$ cat src/rtl/noc_packet_sender.sv
// noc_packet_sender: latches a whole packet, then injects HEADER, DATA..., TAIL flits with stall and bounded header retry
module noc_packet_sender #(
    parameter int MAX_PACKET_BITS = 64,
    parameter int PADDING_BITS = 0,
    parameter int MAX_RETRIES = 3,
    parameter int BACKOFF_CYCLES = 4,
    parameter int FLIT_DATA_WIDTH = 16,
    parameter int ADDR_WIDTH = 8,
    localparam int FW = FLIT_DATA_WIDTH,
    localparam int MAX_FLITS = (MAX_PACKET_BITS + FW - 1) / FW,
    localparam int LW = $clog2(MAX_FLITS + 1),
    localparam int PW = PADDING_BITS > 0 ? PADDING_BITS : 1,
    localparam int FLIT_W = FW + 2
) (
    input  logic                       clk,
    input  logic                       rst,
    input  logic                       in_valid_i,
    output logic                       in_ready_o,
    input  logic [ADDR_WIDTH-1:0]      in_dst_i,
    input  logic [PW-1:0]              in_padding_i,
    input  logic [MAX_PACKET_BITS-1:0] in_packet_i,
    input  logic [LW-1:0]              in_len_i,
    output logic                       done_o,
    output logic                       err_o,
    output logic                       busy_o,
    output logic                       up_enable_o,
    output logic [FLIT_W-1:0]          up_flit_o,
    input  logic                       up_ack_i,
    input  logic                       up_rej_i
);
    localparam int CW = MAX_FLITS > 1 ? $clog2(MAX_FLITS) : 1;
    localparam int RW = MAX_RETRIES > 0 ? $clog2(MAX_RETRIES + 1) : 1;
    localparam int BW = $clog2(BACKOFF_CYCLES + 1);
    localparam logic [1:0] T_HDR = 2'd1, T_DATA = 2'd2, T_TAIL = 2'd3;
    localparam logic [PW-1:0] PAD_MASK = PADDING_BITS > 0 ? '1 : '0;
    typedef enum logic [1:0] {IDLE, HEADER, BACKOFF, SENDING} state_t;
    state_t state_q, state_d;
    logic [CW-1:0] cnt_q, cnt_d;
    logic [RW-1:0] retry_q, retry_d;
    logic [BW-1:0] bo_q, bo_d;
    logic done_d, err_d;
    logic [ADDR_WIDTH-1:0] dst_q;
    logic [PW-1:0] pad_q;
    logic [MAX_FLITS-1:0][FW-1:0] pkt_q;
    logic [LW-1:0] len_q;
    logic accept, is_tail;
    logic [FW-1:0] hdr;
    assign accept = in_valid_i && state_q == IDLE;
    assign is_tail = LW'(cnt_q) + LW'(1) == len_q;
    // Header data: dst in the low bits, padding directly above it.
    assign hdr = FW'(dst_q) | (FW'(pad_q) << ADDR_WIDTH);
    assign in_ready_o = state_q == IDLE;
    assign busy_o = state_q != IDLE;
    assign up_enable_o = state_q == HEADER || state_q == SENDING;
    assign up_flit_o = state_q == HEADER  ? {T_HDR, hdr} :
                       state_q == SENDING ? {is_tail ? T_TAIL : T_DATA, pkt_q[cnt_q]} : '0;
    always_comb begin
        state_d = state_q;
        cnt_d = cnt_q;
        retry_d = retry_q;
        bo_d = bo_q;
        done_d = 1'b0;
        err_d = 1'b0;
        case (state_q)
            IDLE: if (accept) begin
                state_d = HEADER;
                retry_d = '0;
            end
            HEADER: if (up_ack_i) begin
                state_d = SENDING;
                cnt_d = '0;
            end else if (up_rej_i && retry_q < RW'(MAX_RETRIES)) begin
                state_d = BACKOFF;
                retry_d = retry_q + RW'(1);
                bo_d = BW'(BACKOFF_CYCLES);
            end else if (up_rej_i) begin
                state_d = IDLE;
                err_d = 1'b1;
            end
            BACKOFF: begin
                bo_d = bo_q - BW'(1);
                state_d = bo_q == BW'(1) ? HEADER : BACKOFF;
            end
            SENDING: if (up_ack_i) begin
                cnt_d = cnt_q + CW'(1);
                state_d = is_tail ? IDLE : SENDING;
                done_d = is_tail;
            end
            default: state_d = IDLE;
        endcase
    end
    always_ff @(posedge clk) begin
        if (rst) begin
            state_q <= IDLE;
            cnt_q <= '0;
            retry_q <= '0;
            bo_q <= '0;
            done_o <= 1'b0;
            err_o <= 1'b0;
            dst_q <= '0;
            pad_q <= '0;
            pkt_q <= '0;
            len_q <= LW'(1);
        end else begin
            state_q <= state_d;
            cnt_q <= cnt_d;
            retry_q <= retry_d;
            bo_q <= bo_d;
            done_o <= done_d;
            err_o <= err_d;
            if (accept) begin
                dst_q <= in_dst_i;
                pad_q <= in_padding_i & PAD_MASK;
                pkt_q <= (MAX_FLITS * FW)'(in_packet_i);
                len_q <= in_len_i == '0 ? LW'(1) : in_len_i > LW'(MAX_FLITS) ? LW'(MAX_FLITS) : in_len_i;
            end
        end
    end
endmodule

$ cat config.mk
export PLATFORM = sky130hd
export DESIGN_NAME = noc_packet_sender
export DESIGN_NICKNAME = d
export VERILOG_FILES = /design/src/rtl/noc_packet_sender.sv
export SDC_FILE = /design/constraint.sdc
export NUM_CORES = 1
export LEC_CHECK = 0
export ABC_AREA = 1
export CORE_ASPECT_RATIO = 0.9
export CORE_MARGIN = 2
export CORE_UTILIZATION = 30
export DETAILED_ROUTE_END_ITERATION = 10
export HOLD_SLACK_MARGIN = 0.03
export SETUP_SLACK_MARGIN = 0.05
export SLEW_MARGIN = 20
export SYNTH_ARGS = -nofsm -noshare
export SYNTH_HDL_FRONTEND = slang
export SYNTH_SLANG_ARGS = --single-unit
$ cat constraint.sdc
create_clock -name clk -period 1.5 [get_ports clk]
set_input_delay 0.225 -clock clk [delete_from_list [all_inputs] [get_ports clk]]
set_output_delay 0.225 -clock clk [all_outputs]
set_load 0.02 [all_outputs]
# Word level (Yosys, flattened, before mapping)
# Cells that the tools add are included.
dict set report classes {
  magnitude_cmp 3
  n_mux 26
  add_sub_neg 4
  n_reduce_logical 15
  n_bitwise 3
  eq_ne 11
}
# cell count
set op_table {}
lappend op_table {{$mux 18} 2}
lappend op_table {{$bmux 16 s2} 1}
lappend op_table {{$mux 2} 12}
lappend op_table {{$mux 16} 1}
lappend op_table {{$mux 3} 4}
lappend op_table {{$reduce_and 3->1} 3}
lappend op_table {{$pmux 2 s2} 2}
lappend op_table {{$pmux 2 s4} 1}
lappend op_table {{$reduce_bool 2->1} 4}
lappend op_table {{$ne 2x2->1 const B} 3}
lappend op_table {{$pmux 3 s2} 1}
lappend op_table {{$add 2x1->2 const B} 2}
lappend op_table {{$eq 2x2->1 const B} 2}
lappend op_table {{$ne 2x1->1 const B} 2}
lappend op_table {{$ne 4x3->1 const B} 1}
lappend op_table {{$reduce_and 4->1} 1}
lappend op_table {{$reduce_or 4->1} 1}
lappend op_table {{$add 2x1->3 const B} 1}
lappend op_table {{$eq 3x1->1 const B} 1}
lappend op_table {{$eq 3x3->1} 1}
lappend op_table {{$gt 3x3->1 const B} 1}
lappend op_table {{$logic_not 3->1} 1}
lappend op_table {{$lt 2x3->1 const B} 1}
lappend op_table {{$not 1->1} 3}
lappend op_table {{8 further kinds} 10}
dict set report totals {
  in_bits 81
  elab_cells 74
  reg_bits 86
  output_inout_bits 23
}

# Depth between registers and ports, before layout
dict set report depth {
  ltp_word 5
  mapped_depth 10
  ltp_nobuf 10
}

# Least setup slack after synthesis
# No wires, ideal clock.
dict set report synth_timing {
  kind {reg2out}
  start {register cnt_q[0]}
  end {output port up_flit_o[16]}
  path_slack_ns -0.053
  t_arrival_ns 1.328
  t_required_ns 1.275
  path_stages_with_launch 5
  cell_sequence {dfxtp_1 -> ha_1 -> xnor2_1 -> nand3_1 -> o21ai_0}
}
dict set report synth_via {
  elab_chain_cells 5
}
# item line_no
set synth_rtl {}
lappend synth_rtl {{from (decl)} 38} ;# logic [CW-1:0] cnt_q, cnt_d;
lappend synth_rtl {{from (signal assigned)} 106} ;# cnt_q <= cnt_d;
lappend synth_rtl {{$add 2x1->3} 49} ;# assign is_tail = LW'(cnt_q) + LW'(1) == len_q;
lappend synth_rtl {{$eq 3x3->1} 49}
lappend synth_rtl {{$mux 1} 56} ;# state_q == SENDING ? {is_tail ? T_TAIL : T_DATA, pkt_q[cnt_q]} : '0;
lappend synth_rtl {{$mux 18} 56}
lappend synth_rtl {{$mux 18} 55} ;# assign up_flit_o = state_q == HEADER ? {T_HDR, hdr} :
lappend synth_rtl {{to (decl)} 27} ;# output logic [FLIT_W-1:0] up_flit_o,
# No other way between the ends.

# Worst setup path after layout
dict set report layout_timing {
  start {register cnt_q[1]}
  end {output port up_flit_o[16]}
}
# The elaborated chain is that of the path after synthesis.

==> impl_metrics.yaml <==
outcome:
  status: "finished with violations"
  violations: "setup timing"
cts:
  clkLatencyLatePin_ns: 0.34
  ctsLongestPathBuffers: 2
  cts_tree: "done"
  root_buffer: "clkbuf_16"
  clkTransAtPathRegs_ns: 0.06
  clkSinkCount: 86
  cts-buffers-inserted: 9
  ctsHoldBuffers: 0
  ctsHtreeMaxLevel: 3
timing:
  slew_headroom: 0.5810
  finalClockSkew_ns: 0.005305
  fmax_mhz: 579.6
  drv_slew: 0
  worst_hold_slack_ns: 0.4606
  worstMarginPinSlew_ns: 0.6275
  rsz0062_at_grt: "yes"
  setup_viol: 17
  layout_setup_ws_ns: -0.2253
  hold_viol: 0
  fin_crit_ns: 1.725
  period_share: 1.150
grt:
  grt_pass1_vias: 3834
  antenna_found_initial: 0
  grt_usage: 0.1730
  grt_pass1_wl_um: 18720
  overflow: 0
  grt_max_degree: 39
synthesis:
  yosys_most_used_dff: "dfxtp_1"
  synth_cell_types: 26
  syn_avg_cell_area_um2: 6.867
  syn_area_um2: 3880
  synth_edf_count: 0
  yosys-top-cells-count: "nor2_1, dfxtp_1, nand2_1"
  synth_area_leaders: "dfxtp_1, nor2_1, o21ai_0"
  synth_nets: 650
  yosysWarnings: 0
  syn_inst: 565
  yosysTopAreaCellShare: 0.4437
  yosysTopAreaCell: "dfxtp_1"
  async_flop_share: 0
  seq_area_frac_synth: 0.4437
  yosysMostFrequentCell: "nor2_1"
  ys_seq_elements: 86
min_path:
  min_path_cells: 3
  hold_class: "input pin to register"
  min_to: "len_q[1]$_SDFFE_PP0P_"
  hp-start: "in_len_i[1]"
critical_path:
  r2r-start: "state_q[1]$_SDFFE_PP0P_"
  endpoint_kind: "output pin"
  path_delay_family: "flip-flops"
  cp.arrival_ns: 1.50
  reg2reg_depth: 8
  worst_setup_path_start_kind: "register"
  criticalPathCategory: "register to output pin"
  critical_path_peak_fanout: 3
  reg2reg_slack_ns: 0.04
  cpMaxStageDelayCell: "dfxtp_4"
  max_stage_delay_ns: 0.37
  cp.required_ns: 1.27
  crit_chain: "ha_4 > xnor2_2 > nand3_2 > o21ai_2 > buf_6"
  rr_endpoint: "pkt_q[18]$_SDFFE_PP0P_"
  crit_buf_inv: 1
  worstSetupStartpoint: "cnt_q[1]$_SDFFE_PP0P_"
power_and_ir_drop:
  p_switching_w: 0.002394
  p_int_w: 0.004900
  p_comb_frac: 0.322
  powerDensity_nw_per_um2: 1118
  vdd_drop_max_mv: 0.6552
  p_sw_frac: 0.3282
  clkPwrFrac: 0.295
  fin_total_pwr_w: 0.007294
  power.leakage_nw: 2.623
  power_frac_seq: 0.383
final_layout:
  area_delta_synth_final_pct: 68.11
  diodes: 0
  final_layout_size_suffix_gt1_frac: 0.3105
  final_core_util: 0.5161
  final_nets: 782
route:
  drt-total-wl_um: 13160
  routedWlPerCell_um: 15.19
  ant_nets: 0
  routed_via_density: 4.790
  via_count: 4148
  firstDrtPassIters: 6
  drc_errors: 0
  drt_iter0_drc: 248
floorplan:
  num_rows: 39
  ios: 104
  die_h_um: 111.9
  start_util: 0.3070
  core-area_um2: 12640
  dieArea_um2: 13860
  die_width_um: 123.9
place:
  hpwl_um: 8338
  globalplace.congestion: 0.8549
  preCtsSetupSlack_ns: -0.4249
  io_buffers: 102
job:
  maxCapViolations: 0
[metal layers]
layer  global-route usage  vias up  share of wire
met5                    0        -              0
met3              0.03176       16          0.050
li1                     -     2087              -
met2               0.2945      114           0.49
met1               0.2228     1931           0.44
met4              0.04697        0          0.014
[per-stage QoR]
| stage | setup TNS (ns) | cells | instance area (um^2) |
|---|---|---|---|
| 2_1_floorplan | 0 | 565 | 3910 |
| 3_3_place_gp | -6.504 | 829 | 5294 |
| 3_5_place_dp | -6.813 | 829 | 5294 |
| 4_1_cts | -3.093 | 853 | 5851 |
| 5_1_grt | -4.247 | 866 | 6523 |
| 6_report | -3.213 | 866 | 6523 |
[worst max path at each step]
| stage | end | slack (ns) | cells after the start |
|---|---|---|---|
| finish | up_flit_o[16] | -0.23 | 5 |
| detailed placement | up_flit_o[16] | -0.42 | 5 |
| global placement | up_flit_o[6] | -0.39 | 8 |
| global route | up_flit_o[9] | -0.28 | 6 |
| floorplan | up_flit_o[14] | 0.09 | 6 |
| CTS | up_flit_o[16] | -0.28 | 5 |
[flip-flops by register name (all words and copies together), names as in the netlist]
| name | count |
|---|---|
| bo_q | 3 |
| cnt_q | 2 |
| done_o | 1 |
| dst_q | 8 |
| err_o | 1 |
| len_q | 3 |
| pkt_q | 64 |
| retry_q | 2 |
| state_q | 2 |
[area by class of cell]
cell class                 instances  area, um^2
sequential                        86        1734
inverter                          26       128.9
tap                              164       205.2
multi-input combinational        418        2384
timing repair buffer             155        1780
timing repair inverter             1       7.507
clock inverter                     6       53.80
fill                            1187        6116
clock buffer                      10       229.0
[repair_timing]
action / CTS / global route
cloned: 1 / 13
endpoints found under the setup margin: 29 / 71
resized for setup: 193 / 139
setup buffers: 8 / 0
pin swaps: 13 / 83
[cell families (layout without fill, tap and decap cells)]
family	Yosys count	in the layout	synth area share
simple gates	299	301	0.3131
buf+inv	63	198	0.08191
fa+ha+maj	4	4	0.01290
compound gates	112	112	0.1461
xor+xnor	1	1	0.002258
flops	86	86	0.4437
[cells in the final DEF (no fill, tap or decap), types with 19 or more instances in the layout]
cell type	Yosys	layout
buf_4	6	22
buf_6	5	28
clkdlybuf4s50_1	0	78
dfxtp_1	86	82
inv_1	21	19
nand2_1	74	61
nand3_2	0	23
nor2_1	181	157
o21ai_1	34	54
o21ai_2	0	30
[worst register-to-register path, cell delays in order, from the launching register on]
cell	delay [ns]
dfxtp_2	0.33
buf_6	0.12
buf_6	0.11
nor2_4	0.10
buf_12	0.16
nand2_8	0.10
clkbuf_16	0.23
o21ai_4	0.16
nor2_1	0.05
[power groups by stage]
stage / combinational, W / sequential (W) / clock (W)
final: 0.00235 / 0.00279 / 0.00215
after detailed placement: 0.00168 / 0.00281 / 0
after global placement: 0.00166 / 0.00280 / 0
after CTS: 0.00180 / 0.00277 / 0.00219
after floorplan: 0.00101 / 0.00277 / 0
after global routing: 0.00255 / 0.00282 / 0.00227
Note: power is estimated with default switching activity, not from simulation.
